--- src/rtl/muldiv_pkg.sv ---
// Shared types and constants for the iterative multiply/divide unit.
package muldiv_pkg;

    typedef enum logic [1:0] {
        OP_MULT  = 2'b00,
        OP_MULTU = 2'b01,
        OP_DIV   = 2'b10,
        OP_DIVU  = 2'b11
    } op_e;

    typedef enum logic [1:0] {
        S_IDLE,
        S_RUN,
        S_FIX
    } state_e;

    // One radix-2 step per operand bit, so the iteration count equals the width.
    localparam int MD_ITERS = 32;

    localparam logic [63:0] DIV0_Q = '1;

endpackage

--- src/rtl/muldiv_if.sv ---
// Pipeline-side bus of the multiply/divide unit: launch, MTHI/MTLO and HI/LO readout.
interface muldiv_if #(parameter int WIDTH = 32);
    logic             start;
    logic [1:0]       op;
    logic [WIDTH-1:0] A;
    logic [WIDTH-1:0] B;
    logic             hi_we;
    logic             lo_we;
    logic [WIDTH-1:0] wdata;
    logic             busy;
    logic             done;
    logic [WIDTH-1:0] hi;
    logic [WIDTH-1:0] lo;

    modport master (output start, op, A, B, hi_we, lo_we, wdata,
                    input  busy, done, hi, lo);
    modport slave  (input  start, op, A, B, hi_we, lo_we, wdata,
                    output busy, done, hi, lo);
endinterface

--- src/rtl/muldiv_step.sv ---
// Combinational radix-2 step shared by shift-and-add multiply and restoring divide.
module muldiv_step #(
    parameter int WIDTH = 32
) (
    input  logic [2*WIDTH-1:0] i_acc,
    input  logic [WIDTH-1:0]   i_opd,
    input  logic               i_bit,
    input  logic               i_div,
    output logic [2*WIDTH-1:0] o_acc
);
    logic [WIDTH:0]   w_trial;
    logic [WIDTH:0]   w_diff;
    logic             w_ge;
    logic [WIDTH-1:0] w_rem;

    // Divide layout: remainder in the upper half, quotient bits enter the lower half.
    assign w_trial = {i_acc[2*WIDTH-1:WIDTH], i_bit};
    assign w_diff  = w_trial - {1'b0, i_opd};
    assign w_ge    = (w_trial >= {1'b0, i_opd});
    assign w_rem   = w_ge ? w_diff[WIDTH-1:0] : w_trial[WIDTH-1:0];

    always_comb begin
        o_acc = {i_acc[2*WIDTH-2:0], 1'b0} + (i_bit ? {{WIDTH{1'b0}}, i_opd} : '0);
        if (i_div)
            o_acc = {w_rem, i_acc[WIDTH-2:0], w_ge};
    end
endmodule

--- src/rtl/muldiv_unit.sv ---
// Iterative MULT/MULTU/DIV/DIVU unit owning HI/LO.
// MULDIV_FAST_MUL_EN: multiplies bypass RUN and use a single-cycle product.
module muldiv_unit
    import muldiv_pkg::*;
#(
    parameter int WIDTH = MD_ITERS
) (
    input logic     clk,
    input logic     rst_n,
    muldiv_if.slave bus
);
    localparam int CW = $clog2(WIDTH);

    state_e             r_state;
    logic [CW-1:0]      r_cnt;
    logic [2*WIDTH-1:0] r_acc;
    logic [WIDTH-1:0]   r_opd, r_shf, r_hi, r_lo;
    logic               r_div, r_neg_q, r_neg_r, r_dz, r_busy, r_done;

    logic               w_sgn, w_a_neg, w_b_neg;
    logic [WIDTH-1:0]   w_a_mag, w_b_mag, w_quo, w_rem, w_hi, w_lo;
    logic [2*WIDTH-1:0] w_next, w_src, w_prod;

    assign w_sgn   = ~bus.op[0];
    assign w_a_neg = w_sgn & bus.A[WIDTH-1];
    assign w_b_neg = w_sgn & bus.B[WIDTH-1];
    assign w_a_mag = w_a_neg ? -bus.A : bus.A;
    assign w_b_mag = w_b_neg ? -bus.B : bus.B;

    // r_shf feeds its MSB into each step: multiplier bits for MUL, dividend bits for DIV.
    muldiv_step #(.WIDTH(WIDTH)) u_step (
        .i_acc (r_acc),
        .i_opd (r_opd),
        .i_bit (r_shf[WIDTH-1]),
        .i_div (r_div),
        .o_acc (w_next)
    );

`ifdef MULDIV_FAST_MUL_EN
    assign w_src = r_div ? r_acc : {{WIDTH{1'b0}}, r_opd} * {{WIDTH{1'b0}}, r_shf};
`else
    assign w_src = r_acc;
`endif

    assign w_prod = r_neg_q ? -w_src : w_src;
    assign w_quo  = r_dz ? DIV0_Q[WIDTH-1:0]
                         : (r_neg_q ? -w_src[WIDTH-1:0] : w_src[WIDTH-1:0]);
    assign w_rem  = r_neg_r ? -w_src[2*WIDTH-1:WIDTH] : w_src[2*WIDTH-1:WIDTH];
    assign w_hi   = r_div ? w_rem : w_prod[2*WIDTH-1:WIDTH];
    assign w_lo   = r_div ? w_quo : w_prod[WIDTH-1:0];

    always_ff @(posedge clk or negedge rst_n) begin
        if (!rst_n) begin
            r_state <= S_IDLE;
            r_cnt   <= '0;
            r_acc   <= '0;
            r_opd   <= '0;
            r_shf   <= '0;
            r_hi    <= '0;
            r_lo    <= '0;
            r_div   <= 1'b0;
            r_neg_q <= 1'b0;
            r_neg_r <= 1'b0;
            r_dz    <= 1'b0;
            r_busy  <= 1'b0;
            r_done  <= 1'b0;
        end else begin
            r_done <= 1'b0;
            case (r_state)
                S_IDLE: begin
                    if (bus.start) begin
                        r_div   <= bus.op[1];
                        r_opd   <= bus.op[1] ? w_b_mag : w_a_mag;
                        r_shf   <= bus.op[1] ? w_a_mag : w_b_mag;
                        r_neg_q <= w_a_neg ^ w_b_neg;
                        r_neg_r <= w_a_neg;
                        r_dz    <= (bus.B == '0);
                        r_acc   <= '0;
                        r_cnt   <= '0;
                        r_busy  <= 1'b1;
`ifdef MULDIV_FAST_MUL_EN
                        r_state <= bus.op[1] ? S_RUN : S_FIX;
`else
                        r_state <= S_RUN;
`endif
                    end else begin
                        if (bus.hi_we) r_hi <= bus.wdata;
                        if (bus.lo_we) r_lo <= bus.wdata;
                    end
                end
                S_RUN: begin
                    r_acc <= w_next;
                    r_shf <= r_shf << 1;
                    r_cnt <= r_cnt + CW'(1);
                    if (r_cnt == CW'(WIDTH-1)) r_state <= S_FIX;
                end
                S_FIX: begin
                    r_hi    <= w_hi;
                    r_lo    <= w_lo;
                    r_busy  <= 1'b0;
                    r_done  <= 1'b1;
                    r_state <= S_IDLE;
                end
                default: r_state <= S_IDLE;
            endcase
        end
    end

    assign bus.busy = r_busy;
    assign bus.done = r_done;
    assign bus.hi   = r_hi;
    assign bus.lo   = r_lo;
endmodule

--- src/flat_wrapper.sv ---
// flat-port wrapper written by rule: the top's interface ports become plain ports
module muldiv_unit_flat import muldiv_pkg::*;
#(
    parameter int WIDTH = MD_ITERS
)
  (clk, rst_n, bus_start, bus_op, bus_A, bus_B, bus_hi_we, bus_lo_we, bus_wdata, bus_busy, bus_done, bus_hi, bus_lo);
  muldiv_if #(.WIDTH(WIDTH)) bus_i ();
  input logic clk;
  input logic rst_n;
  input wire logic [$bits(bus_i.start)-1:0] bus_start;
  input wire logic [$bits(bus_i.op)-1:0] bus_op;
  input wire logic [$bits(bus_i.A)-1:0] bus_A;
  input wire logic [$bits(bus_i.B)-1:0] bus_B;
  input wire logic [$bits(bus_i.hi_we)-1:0] bus_hi_we;
  input wire logic [$bits(bus_i.lo_we)-1:0] bus_lo_we;
  input wire logic [$bits(bus_i.wdata)-1:0] bus_wdata;
  output wire logic [$bits(bus_i.busy)-1:0] bus_busy;
  output wire logic [$bits(bus_i.done)-1:0] bus_done;
  output wire logic [$bits(bus_i.hi)-1:0] bus_hi;
  output wire logic [$bits(bus_i.lo)-1:0] bus_lo;
  assign bus_i.start = bus_start;
  assign bus_i.op = bus_op;
  assign bus_i.A = bus_A;
  assign bus_i.B = bus_B;
  assign bus_i.hi_we = bus_hi_we;
  assign bus_i.lo_we = bus_lo_we;
  assign bus_i.wdata = bus_wdata;
  assign bus_busy = bus_i.busy;
  assign bus_done = bus_i.done;
  assign bus_hi = bus_i.hi;
  assign bus_lo = bus_i.lo;
  muldiv_unit #(.WIDTH(WIDTH)) u_core (.clk(clk), .rst_n(rst_n), .bus(bus_i));
endmodule
--- config.mk ---
export PLATFORM = sky130hd
export DESIGN_NAME = muldiv_unit_flat
export DESIGN_NICKNAME = d
export VERILOG_FILES = /design/src/rtl/muldiv_pkg.sv /design/src/rtl/muldiv_if.sv /design/src/rtl/muldiv_step.sv /design/src/rtl/muldiv_unit.sv /design/src/flat_wrapper.sv
export SDC_FILE = /design/constraint.sdc
export NUM_CORES = 1
export LEC_CHECK = 0
export BUFFER_PORTS_ARGS = -buffer_cell sky130_fd_sc_hd__buf_2
export CORE_ASPECT_RATIO = 0.6
export CORE_MARGIN = 2
export CORE_UTILIZATION = 27
export DETAILED_ROUTE_END_ITERATION = 7
export GPL_ROUTABILITY_DRIVEN = 1
export MAX_ROUTING_LAYER = met4
export PLACE_DENSITY = 0.39
export SLEW_MARGIN = 20
export SYNTH_ARGS = -nofsm -noshare
export SYNTH_HDL_FRONTEND = slang
export SYNTH_SLANG_ARGS = --single-unit
--- constraint.sdc ---
create_clock -name clk -period 6 [get_ports clk]
set_clock_uncertainty 0.2 [all_clocks]
set_input_delay 0.6 -clock clk [delete_from_list [all_inputs] [get_ports clk]]
set_output_delay 0.6 -clock clk [all_outputs]
set_load 0.01 [all_outputs]
Word level (Yosys, flattened, before mapping)
Cells that the tools add are included.

Flip-flop bits (word level): 205. Word-level logic and storage cells: 75.

Add/sub/neg operators: 8. Order comparisons: 1. Equality and inequality tests: 8. Mux-type cells: 31. Bitwise gates (word level): 4. Reduce and logical (&&, ||, !) cells: 10.

Operator list (number): 32-bit 2-to-1 mux (16); 64-bit 2-to-1 mux (3); 32-bit one-hot mux with 2 select lines (3); 32-bit negator (4); 64-bit one-hot mux with 2 select lines (1); 64-bit by 32-bit adder with 64-bit output (1); 64-bit negator (1); 33-bit by 32-bit greater-or-equal comparator with 1-bit output (1); 32-bit zero test (1); 32-bit subtractor (1); 5-bit one-hot mux with 2 select lines (1); 2-bit inequality test, second input constant (4); 2-bit AND reduction (4); 3-bit AND reduction (2); 5-bit by 1-bit adder with 5-bit output, second input constant (1); 5-bit == test, second input constant (1); 5-bit 2-to-1 mux (1); 2-bit 2-to-1 mux (2); 2-bit one-hot mux with 2 select lines (1); 2-bit nonzero test (2); 1-bit AND (2); 2-bit by 1-bit == test with 1-bit output, second input constant (1); 2-bit == test, second input constant (1); 2-bit zero test (1); other kinds (5) (6).

Depth between registers and ports, before layout
Depth after elaboration: 6. Gate-level depth with buffers: 16.

Hierarchy
From an unflattened synthesis, not the netlist that was laid out.

Cell total of the unflattened synthesis: 2270. Area, all modules: 17649.4 sq um.

Modules (own cells, without submodules): muldiv_unit (times used 1, cells each 1467, area an instance 12393.1 sq um, seq. area each 5129.9 sq um); muldiv_step (times used 1, cells each 803, area an instance 5256.3 sq um, seq. area each 0.0 sq um).

Worst setup path before layout
Ideal clock, no wire load.

Kind: reg-to-reg. Start: register u_core.r_shf[31]. End: register u_core.r_acc[53]. Arrival time: 3.559 ns. Slack: 2.120 ns. Cell stages (with the launch flop): 16. Clock period less this slack: 3.880 ns. Cell sequence: dfrtp_1 -> inv_1 -> clkbuf_1 -> nor2_1 -> ha_1 -> a211oi_1 -> o21ai_0 -> a31oi_1 -> o31a_1 -> a21oi_1 -> o211ai_1 -> or3_1 -> clkbuf_1 -> o21a_1 -> or3_1 -> a22o_1.

Cells in the longest elaborated chain, start to end: 4.

Ends and longest elaborated chain: start: declaration (line muldiv_unit.sv:17) `logic [WIDTH-1:0] r_opd, r_shf, r_hi, r_lo;`; start signal: assignment (line muldiv_unit.sv:74) `r_shf <= bus.op[1] ? w_a_mag : w_b_mag;`; start signal: assignment (line muldiv_unit.sv:93) `r_shf <= r_shf << 1;`; 32-bit 2-to-1 mux, or another cell as far along (line muldiv_step.sv:23) `o_acc = {i_acc[2*WIDTH-2:0], 1'b0} + (i_bit ? {{WIDTH{1'b0}}, i_opd} : '0);`; 64-bit by 32-bit adder with 64-bit output or 32-bit 2-to-1 mux (tied branches) (line muldiv_step.sv:23, muldiv_step.sv:20); 64-bit 2-to-1 mux * (line muldiv_step.sv:24) `if (i_div)`; 64-bit one-hot mux with 2 select lines * (line muldiv_unit.sv:69) `case (r_state)`; end signal: assignment (line muldiv_unit.sv:92) `r_acc <= w_next;`; end: declaration (line muldiv_unit.sv:16) `logic [2*WIDTH-1:0] r_acc;`.

Every way passes the cells marked *; elsewhere a longest branch is shown, timed or not. A chain may end at the register's enable or synchronous reset.

Worst setup path after layout
Ends and elaborated chain as after synthesis.

==> impl_metrics.ini <==
[die]
initial_core_util = 0.2743
die-area_sq_mm = 0.06248
die-height_um = 194.4
coreArea_sq_mm = 0.05948
die_x_um = 321.4
io_pins = 169
rows = 69

[place]
gp_congestion = 0.9028
io_buffer_count = 168
place_hpwl_um = 50750

[sta]
slew_headroom = 0.2577
hold_viol = 0
period_needed_ns = 4.740
fin_setup_tns_ns = 0
worst_pin_slew_ns = 1.111
finalMaxSlewViolations = 0
setup_viol_count_final = 0
rsz0062_at_grt = false
fmax_mhz = 211.0
fin_crit_sh = 0.7901

[cts]
insertion_delay_ns = 0.57
htreeDepth = 1
cts_made_buffers = 25
clock_sinks = 205
path_clk_slew_ns = 0.07
postCtsHoldBufs = 1
post_cts_resized = 0
ctsRootBufferMaster = clkbuf_16
cts_tree = yes
cts_buffer_depth = 3
post_cts_buffers = 0

[pwr]
power.density_mw_per_mm2 = 619.1
combPwrFrac = 0.599
p_int_mw = 5.706
switchingPower_mw = 5.914
power_frac_clock = 0.144
p_leak_nw = 7.845
ir_drop_mv = 0.2303
power.total_mw = 11.62
seqPwrFrac = 0.257
swShare = 0.5090

[global_route]
grt_overflow = 0
grt_max_degree = 99
track_usage = 0.2126
antenna_found_initial = 2
grt_pass1_wl_um = 98640
grt_pass1_vias = 14950

[setup_path]
cp-start-kind = flop
cp-end-kind = flop
crit_path_max_fanout = 20
slowest_delay_ns = 0.48
crit_chain = inv_1, buf_4, nor2_1, ha_1, nand4_1, nor2_1, nand2_1, o31a_1, a21oi_1, o211ai_1, buf_4, or3_1, o21a_1, or3_1, a22o_1
worstSetupPathType = flop to flop
crit_slowest_cell = inv_1
path_delay_family = simple AND/OR/NAND/NOR gates
critical_path_required_ns = 6.24
worstPathArrival_ns = 4.98
critPathBufInv = 3

[cells_and_area]
fillers = 6367
finalNetCount = 2331
drive_above_1_share = 0.1256
n_antenna_cell = 0
areaGrowthSynthToFinish_pct = 15.01

[drt]
drc = 0
avgRoutedWirePerCell_um = 22.13
postRouteWirelength_um = 65380
num_vias = 15940
first_pass_iters = 6
routed_via_density = 5.395
final_antenna_net_count = 0
drt_iter0_markers = 1405

[status]
status = finished, final reports clean

[hold_path]
hold_class = primary input to flop

[yosys]
syn_nets = 2249
syn_avg_cell_area_sq_um = 7.872
syn_inst = 2073
netlist_area_sq_mm = 0.01632
ys.flop_type = dfrtp_1
async_flop_share = 1.000
synth_cell_types = 72
synth_edf_count = 0
ys_ff_latch = 205
ys_warn_count = 0
seq_area_frac_synth = 0.3144

[run]
maxCapViolCount = 0
[power groups by stage]
stage,Clock (mW),Sequential (mW),Combinational (mW)
after floorplan,0,2.58,4.92
after global placement,0,3.01,6.93
after detailed placement,0,3.01,6.89
after CTS,1.72,2.99,6.92
after global routing,1.78,3.10,7.73
final,1.67,2.99,6.96
[routing by layer]
layer  wire, um  vias to the layer above  GRT usage
met2      25340                      467     0.2775
met4        939                        0    0.02942
li1           -                     7610          -
met3       5165                       58    0.05043
met1      33940                     7802     0.3294
met5          0                        -          -
[cells in the final DEF (no fill, tap or decap), types with 14 or more instances in the layout]
master	count
inv_1	61
o41ai_1	14
a221o_1	24
o22ai_1	17
buf_2	167
nand2_1	220
nand4_1	18
nor4_1	16
nor2b_1	21
xnor2_1	106
a211oi_1	17
or3_1	18
nor3_1	38
buf_4	29
clkbuf_16	25
o31ai_1	16
xor2_1	89
ha_1	71
a21oi_1	193
dfrtp_1	204
nor2_1	184
o21ai_0	240
and3_1	17
a22oi_1	38
a21o_1	25
mux2i_1	46
nand3_1	58
[kinds of logic after synthesis]
| logic type | Yosys count | synth area share |
|---|---|---|
| multiplexers | 48 | 0.02960 |
| XOR/XNOR | 195 | 0.1047 |
| AND/OR/NAND/NOR | 650 | 0.1840 |
| adder cells (fa/ha/maj) | 73 | 0.05689 |
| buffers and inverters | 206 | 0.04754 |
| AO/OA/AOI/OAI | 696 | 0.2629 |
| flip-flops | 205 | 0.3144 |
[worst register-to-register path, delay by kind of cell (launching register included)]
kind	cells	cell delay (ns)
buffers and inverters	3	1.00
adder cells (fa/ha/maj)	1	0.44
AO/OA/AOI/OAI	5	1.16
AND/OR/NAND/NOR	6	1.40
flip-flops	1	0.41
[stage by stage]
stage	area (sq um)	hold slack, ns	util	instances	setup WS [ns]
after floorplan	16320	0.1044	-	2073	2.120
after global placement	17890	0.2628	0.3007	2908	1.364
after detailed placement	17890	0.2681	0.3007	2908	1.354
after CTS	18770	0.05892	0.3155	2954	1.309
after global routing	18770	0.07216	0.3155	2954	0.9312
final	18770	0.08970	0.3155	2954	1.260
[sequential cells by signal, summed over array words and instances, names as in the netlist]
register	count
u_core.bus.lo	32
u_core.r_neg_r	1
u_core.r_neg_q	1
u_core.bus.busy	1
u_core.r_state	2
u_core.r_shf	32
u_core.r_opd	32
u_core.r_acc	64
u_core.r_cnt	5
u_core.r_dz	1
u_core.bus.hi	32
u_core.r_div	1
u_core.bus.done	1
[worst paths after layout]
path,startpoint,slack [ns],end,depth (start not counted)
hold reg to reg,u_core.r_opd[22]$_DFFE_PN0P_,0.28,u_core.r_opd[22]$_DFFE_PN0P_,2
setup reg to reg,u_core.r_shf[31]$_DFFE_PN0P_,1.26,u_core.r_acc[53]$_DFFE_PN0P_,15
setup / recovery,u_core.r_shf[31]$_DFFE_PN0P_,1.26,u_core.r_acc[53]$_DFFE_PN0P_,15
max in group asynchronous,rst_n,3.90,u_core.bus.lo[21]$_DFFE_PN0P_,3
min in group asynchronous,rst_n,0.43,u_core.r_shf[20]$_DFFE_PN0P_,2
hold / removal,bus_wdata[17],0.09,u_core.bus.lo[17]$_DFFE_PN0P_,2
[synthesized netlist by cell type (46+ instances only)]
cell      number  area, sq um
o21ai_0      241         1206
nand2_1      221        829.6
dfrtp_1      205         5130
a21oi_1      194        970.9
nor2_1       185        694.4
clkbuf_1     128        480.5
xnor2_1      106        928.4
xor2_1        89        779.5
ha_1          71        888.4
inv_1         62        232.7
nand3_1       58        290.3
mux2i_1       46        460.4
[area by class of cell]
| cell class | count | area (sq um) | share of cell area |
|---|---|---|---|
| Clock inverter | 15 | 197.7 | 0.01053 |
| Sequential cell | 205 | 5131 | 0.2734 |
| Multi-Input combinational cell | 1662 | 10470 | 0.5580 |
| Inverter | 63 | 236.5 | 0.01260 |
| Timing Repair Buffer | 198 | 1079 | 0.05747 |
| Clock buffer | 30 | 674.4 | 0.03593 |
| Tap cell | 781 | 977.2 | 0.05207 |
No activity file was read; power rests on OpenSTA's default activity.
